[src/rtl/serial_word_assembler.sv]
// Serial-to-parallel word assembler with a one-entry valid/ready output buffer and a sticky overrun flag.
// Latency: word_valid rises on the edge that samples the final bit of a frame (visible the next cycle).
// Backpressure: a word completing while the buffer is full and not draining is dropped and overrun is set.
//
// Ports:
//   i_clk, i_rst            : clock, synchronous active-high reset
//   i_start                 : frame start pulse (aborts a partial frame)
//   i_bit_in, i_bit_en      : serial data bit and its qualifier
//   i_word_ready            : consumer accepts o_word_out this cycle
//   o_word_out, o_word_valid: buffered word and its valid flag
//   o_busy                  : frame in progress
//   o_overrun               : sticky, a completed word was dropped
module serial_word_assembler #(
    parameter int WIDTH     = 8,
    parameter bit MSB_FIRST = 1'b1
) (
    input  logic             i_clk,
    input  logic             i_rst,
    input  logic             i_start,
    input  logic             i_bit_in,
    input  logic             i_bit_en,
    input  logic             i_word_ready,
    output logic [WIDTH-1:0] o_word_out,
    output logic             o_word_valid,
    output logic             o_busy,
    output logic             o_overrun
);

    localparam int            CW   = $clog2(WIDTH);
    localparam logic [CW-1:0] LAST = CW'(WIDTH - 1);

    typedef enum logic {ST_IDLE, ST_SHIFT} state_t;

    state_t           r_state, w_state_nxt;
    logic [WIDTH-1:0] r_sr, w_sr_nxt, w_shifted;
    logic [WIDTH-1:0] r_word, w_word_nxt;
    logic [CW-1:0]    r_cnt, w_cnt_nxt;
    logic             r_valid, w_valid_nxt;
    logic             r_ovr, w_ovr_nxt;
    logic             w_complete;
    logic             w_drain;

    // Shift register contents after accepting i_bit_in this cycle.
    generate
        if (MSB_FIRST) begin : g_msb
            assign w_shifted = {r_sr[WIDTH-2:0], i_bit_in};
        end else begin : g_lsb
            assign w_shifted = {i_bit_in, r_sr[WIDTH-1:1]};
        end
    endgenerate

    assign w_drain = r_valid & i_word_ready;

    always_comb begin
        w_state_nxt = r_state;
        w_sr_nxt    = r_sr;
        w_cnt_nxt   = r_cnt;
        w_word_nxt  = r_word;
        w_valid_nxt = r_valid;
        w_ovr_nxt   = r_ovr;
        w_complete  = 1'b0;

        case (r_state)
            ST_IDLE: begin
                if (i_start) begin
                    w_state_nxt = ST_SHIFT;
                    w_cnt_nxt   = '0;
                    if (i_bit_en) begin
                        w_sr_nxt  = w_shifted;
                        w_cnt_nxt = CW'(1);
                    end
                end
            end
            ST_SHIFT: begin
                if (i_bit_en && (r_cnt == LAST)) begin
                    // Completion wins over a same-cycle start: the bit closes
                    // this frame and a start only re-arms an empty new frame.
                    w_complete  = 1'b1;
                    w_sr_nxt    = w_shifted;
                    w_cnt_nxt   = '0;
                    w_state_nxt = i_start ? ST_SHIFT : ST_IDLE;
                end else if (i_start) begin
                    w_cnt_nxt = '0;
                    if (i_bit_en) begin
                        w_sr_nxt  = w_shifted;
                        w_cnt_nxt = CW'(1);
                    end
                end else if (i_bit_en) begin
                    w_sr_nxt  = w_shifted;
                    w_cnt_nxt = r_cnt + CW'(1);
                end
            end
            default: begin
                w_state_nxt = ST_IDLE;
            end
        endcase

        // Output buffer: a draining buffer can take the new word on the same edge.
        if (w_complete) begin
            if (!r_valid || i_word_ready) begin
                w_word_nxt  = w_shifted;
                w_valid_nxt = 1'b1;
            end else begin
                w_ovr_nxt = 1'b1;
            end
        end else if (w_drain) begin
            w_valid_nxt = 1'b0;
        end
    end

    always_ff @(posedge i_clk) begin
        if (i_rst) begin
            r_state <= ST_IDLE;
            r_sr    <= '0;
            r_cnt   <= '0;
            r_word  <= '0;
            r_valid <= 1'b0;
            r_ovr   <= 1'b0;
        end else begin
            r_state <= w_state_nxt;
            r_sr    <= w_sr_nxt;
            r_cnt   <= w_cnt_nxt;
            r_word  <= w_word_nxt;
            r_valid <= w_valid_nxt;
            r_ovr   <= w_ovr_nxt;
        end
    end

    assign o_word_out   = r_word;
    assign o_word_valid = r_valid;
    assign o_busy       = (r_state == ST_SHIFT);
    assign o_overrun    = r_ovr;

endmodule

[config.mk]
export PLATFORM = sky130hd
export DESIGN_NAME = serial_word_assembler
export DESIGN_NICKNAME = d
export VERILOG_FILES = /design/src/rtl/serial_word_assembler.sv
export SDC_FILE = /design/constraint.sdc
export NUM_CORES = 1
export LEC_CHECK = 0
export BUFFER_PORTS_ARGS = -buffer_cell sky130_fd_sc_hd__buf_4
export CORE_MARGIN = 2
export CORE_UTILIZATION = 50
export CTS_CLUSTER_SIZE = 16
export DETAILED_ROUTE_END_ITERATION = 10
export PLACE_DENSITY = 0.69
export RECOVER_POWER = 50
export SLEW_MARGIN = 5
export SYNTH_ARGS = -nofsm -noshare
export SYNTH_HDL_FRONTEND = slang
export SYNTH_SLANG_ARGS = --single-unit
export TNS_END_PERCENT = 10
[constraint.sdc]
create_clock -name i_clk -period 3.4 [get_ports i_clk]
set_clock_uncertainty 0.15 [all_clocks]
set_input_delay 0.51 -clock i_clk [delete_from_list [all_inputs] [get_ports i_clk]]
set_output_delay 0.51 -clock i_clk [all_outputs]
set_load 0.02 [all_outputs]
# == After elaboration in Yosys (flattened, before gate mapping) ==
# Cells that the tools add are included.
# totals
register_bits,22
latch_bits,0
ramBits,0
rom_bits,0
wordCells,40
mem_count,0
# op_classes
addsub,1
mul,0
n_div,0
order_cmp,0
eq_ne,4
n_shift,0
mux,18
bitwise_logic,3
reduce_logical,8
# op_table
op,count
8-bit two-way mux,3
8-bit case mux with 2 select lines,1
3-bit two-way mux,4
1-bit two-way mux,8
2-bit AND reduction,4
3-bit case mux with 2 select lines,1
"4-bit by 3-bit inequality test with 1-bit output, second input constant",1
"3-bit by 1-bit adder with 3-bit output, second input constant",1
"3-bit equality test, second input constant",1
"2-bit by 1-bit inequality test with 1-bit output, second input constant",1
"2-bit inequality test, second input constant",1
1-bit inverter,2
1-bit case mux with 2 select lines,1
2-bit nonzero test,1
1-bit bitwise AND,1
1-bit logical AND,1
1-bit logical NOT,1
1-bit logical OR,1

# == Logic depth before layout (Yosys ltp) ==
# logic_depth
word_depth,6
depth_mapped,5
ltp_nobuf,5

# == Worst setup path after synthesis ==
# No wires, ideal clock.
# synth_path
path_kind,reg-to-reg
start,reg r_cnt[0]
end,"reg r_word[0], in the netlist o_word_out[0]"
arrival_time_ns,1.176
required_ns,3.178
slack_ns,2.002
stages_incl_launch_ff,6
n_path_buf,0
cell_sequence,dfxtp_1 -> ha_1 -> ha_1 -> nand3_2 -> nor2_8 -> mux2i_1
# synth_via
elab_chain_len,5
# synth_lines
element,line_no,rtl
start: declaration,37,"logic [CW-1:0] r_cnt, w_cnt_nxt;"
start signal: assignment,122,r_cnt <= w_cnt_nxt;
3-bit equality test,75,if (i_bit_en && (r_cnt == LAST)) begin
1-bit logical AND,75,
1-bit two-way mux,75,
1-bit two-way mux,63,case (r_state)
2-bit AND reduction (no line),n/a,
end signal: assignment,123,r_word <= w_word_nxt;
end: declaration,36,"logic [WIDTH-1:0] r_word, w_word_nxt;"
# No other way between the ends.
# A chain may end at the register's enable or synchronous reset.

==> impl_table.tex <==
\begin{tabular}{lr}
\hline
Metric & Value \\
\hline
\multicolumn{2}{l}{\textbf{Status}} \\
Result of the run & finished, final reports clean \\
\multicolumn{2}{l}{\textbf{Die}} \\
Die width & 46.8 um \\
Die area & 0.00219 mm2 \\
Placeable core region & 0.00173 mm2 \\
Number of ports placed on the die boundary & 17 \\
Height of the die & 46.8 um \\
Effective utilization at floorplan & 0.530 \\
Number of rows in the core area & 15 \\
\multicolumn{2}{l}{\textbf{Worst setup path}} \\
Ordered cell list for the critical path & o21ai\_0, mux2i\_1, nor2\_1 \\
Startpoint kind of the worst setup timing path & register \\
Data arrival time of the worst path & 1.99 ns \\
Crit path from & o\_busy \\
Max stage delay on crit path & 0.95 ns \\
Source of the worst register-to-register timing path & o\_busy \\
Buffering stage count on the worst path with inverters included & 0 \\
Crit path capture type & register \\
Largest delay contributor family on the critical path & compound AO/OA/AOI/OAI gates \\
Worst setup path class & register to register \\
Required time of the critical path & 3.45 ns \\
Crit-path max FO & 10 \\
Cell with the largest stage delay on the worst path & o21ai\_0 \\
\multicolumn{2}{l}{\textbf{Logic synthesis}} \\
Post-synthesis cell type with the largest combined area & dfxtp\_1 \\
Netlist area before placement & 916 um2 \\
Register area share after synthesis & 0.459 \\
Number of enable flip-flop cells after synthesis & 0 \\
Proportion of register bits with asynchronous set or reset after synthesis & 0 \\
Number of storage elements in the synthesis netlist & 21 \\
Predominant post-synthesis flop cell & dfxtp\_1 \\
Number of instances in the synthesized netlist & 89 \\
Netlist cell types & 20 \\
Mapped Nets & 97 \\
Syn avg cell area & 10.3 um2 \\
Total number of yosys warnings & 0 \\
Synth area leaders & dfxtp\_1 46\%, mux2i\_1 16\%, nand2b\_1 12\% \\
Most repeated cell in the gate-level netlist after synthesis & dfxtp\_1 \\
Area share of the leading cell type in the synthesized netlist & 0.459 \\
Cell types with the highest counts after synthesis & 21 x dfxtp\_1, 18 x nand2b\_1, 15 x mux2i\_1, 10 x nor2\_1, 4 x a21oi\_1 \\
\multicolumn{2}{l}{\textbf{STA}} \\
Relative slew margins & 0.200 \\
Transition time at the pin with the least slew margin & 1.19 ns \\
TNS Setup & 0 ns \\
Maximum achievable frequency & 515 MHz \\
Final hold slack & 0.265 ns \\
Final Slew Violations & 0 \\
Min Clock Period, post-route & 1.94 ns \\
Total of endpoints with negative setup slack in the final report & 0 \\
Final clock period utilization by the worst path & 0.571 \\
RSZ-0062 raised after global routing & false \\
Final count of hold timing violations & 0 \\
\multicolumn{2}{l}{\textbf{Power and ir drop}} \\
Max rail drop VDD & 0.000261 V \\
Leak Pwr & 0.413 nW \\
Power after layout & 0.395 mW \\
PD cells & 384 mW/mm2 \\
\multicolumn{2}{l}{\textbf{Global routing}} \\
Residual overflow from global routing & 0 \\
Gr usage total & 0.158 \\
Global-route wire length before repair & 2.40 mm \\
Via count of the first global-routing pass & 562 \\
Maximum number of pins on one net before global-route repair & 30 \\
Number of antenna violations at the first check in global routing & 0 \\
\multicolumn{2}{l}{\textbf{Clocking}} \\
CTS buffer count & 3 \\
Hold buffer count at cts & 0 \\
Post-CTS setup-driven buffer insertion count & 0 \\
Cell at the root of the clock tree & clkbuf\_4 \\
CTS tree & built \\
Clock transition at the registers of the reported paths & 0.11 ns \\
Later-pin clock latency in the skew report & 0.30 ns \\
Clock tree sinks & 21 \\
CTS H-tree depth & 1 \\
Clock buffer depth & 2 \\
Number of resized instances in the post-cts repair step & 0 \\
\multicolumn{2}{l}{\textbf{Routing}} \\
Initial DRC count & 4 \\
Detailed Route WL & 1.44 mm \\
Avg WL per Cell & 11.2 um \\
Vias post-DR & 622 \\
Post-route antenna net violation count & 0 \\
Detailed-routing iteration count for the pre-antenna-repair pass & 3 \\
Drc violations & 0 \\
Number of vias per cell after detailed routing & 4.82 \\
\multicolumn{2}{l}{\textbf{Hold path}} \\
Startpoint of the lowest-slack hold path & i\_start \\
Worst hold path type & input pin to register \\
\multicolumn{2}{l}{\textbf{Finish}} \\
Final-stage net count & 113 \\
Area occupied by registers & 420 um2 \\
Ratio of cells with drive above 1 in the final layout & 0.154 \\
Area Overhead vs Synth & 12.3\% \\
Antenna diodes & 0 \\
Number of fillers in the final layout & 170 \\
Area used by multi-input combinational logic & 448 um2 \\
\multicolumn{2}{l}{\textbf{Place}} \\
Buffers on Ports & 16 \\
HPWL after detailed placement & 1.02 mm \\
Final GP Congestion & 0.725 \\
\multicolumn{2}{l}{\textbf{Job}} \\
Reported max-cap violation count & 0 \\
\hline
\end{tabular}
-- worst reg2reg max path: stages, from the launching register on --
cell and delay, ns:
dfxtp_1 0.41, o21ai_0 0.95, mux2i_1 0.28, nor2_1 0.05
-- kinds of logic (layout without fill, tap and decap cells) --
family | Yosys count | after routing | synth area share
AND/OR/NAND/NOR | 39 | 39 | 0.257
flip-flops | 21 | 21 | 0.459
multiplexers | 15 | 15 | 0.164
AO/OA/AOI/OAI | 7 | 7 | 0.0588
buffers and inverters | 5 | 20 | 0.0342
adder cells (fa/ha/maj) | 2 | 2 | 0.0273
-- metrics by stage --
| stage | instance area (um2) | worst slack (ns) | util | cells |
|---|---|---|---|---|
| after floorplan | 916 | 2.00 | - | 89 |
| after global placement | 1040 | 1.88 | 0.600 | 125 |
| after detailed placement | 1040 | 1.82 | 0.600 | 125 |
| after CTS | 1060 | 1.66 | 0.616 | 129 |
| after global routing | 1030 | 1.30 | 0.596 | 129 |
| final | 1030 | 1.46 | 0.596 | 129 |
-- worst paths after layout --
| path | end | depth (start not counted) | slack [ns] |
|---|---|---|---|
| setup / recovery | register | 3 | 1.46 |
| hold / removal | r_cnt[2] | 2 | 0.26 |
| setup reg to reg | register | 3 | 1.46 |
| hold reg to reg | o_word_out[6] | 2 | 0.33 |
-- power breakdown --
| part | internal (mW) | switching, mW | total, mW |
|---|---|---|---|
| sequential | 0.249 | 0.00331 | 0.252 |
| clock | 0.0438 | 0.0726 | 0.116 |
| combinational | 0.0134 | 0.0132 | 0.0267 |
-- placed cells by master, fill, tap and decap left out, types with 2 or more instances in the layout --
cell type  instances
nand2_1            3
nand2b_1          18
dfxtp_1           21
ha_1               2
clkbuf_4           3
buf_4             11
mux2i_1           15
nor2_1            10
clkbuf_1           5
and4b_1            2
a21oi_1            4
nor3_1             2
-- layout make-up --
type,instances,share of cell area
Clock inverter,1,0.00487
Tap cell,25,0.0304
Clock buffer,3,0.0219
Sequential cell,21,0.409
Multi-Input combinational cell,63,0.436
Timing Repair Buffer,16,0.0985
-- layer usage --
layer  share of wire  GRT usage
met5               0          0
met4           0.010     0.0833
met3           0.028     0.0462
met2            0.47      0.241
met1            0.50      0.204
No activity file was read; power rests on OpenSTA's default activity.
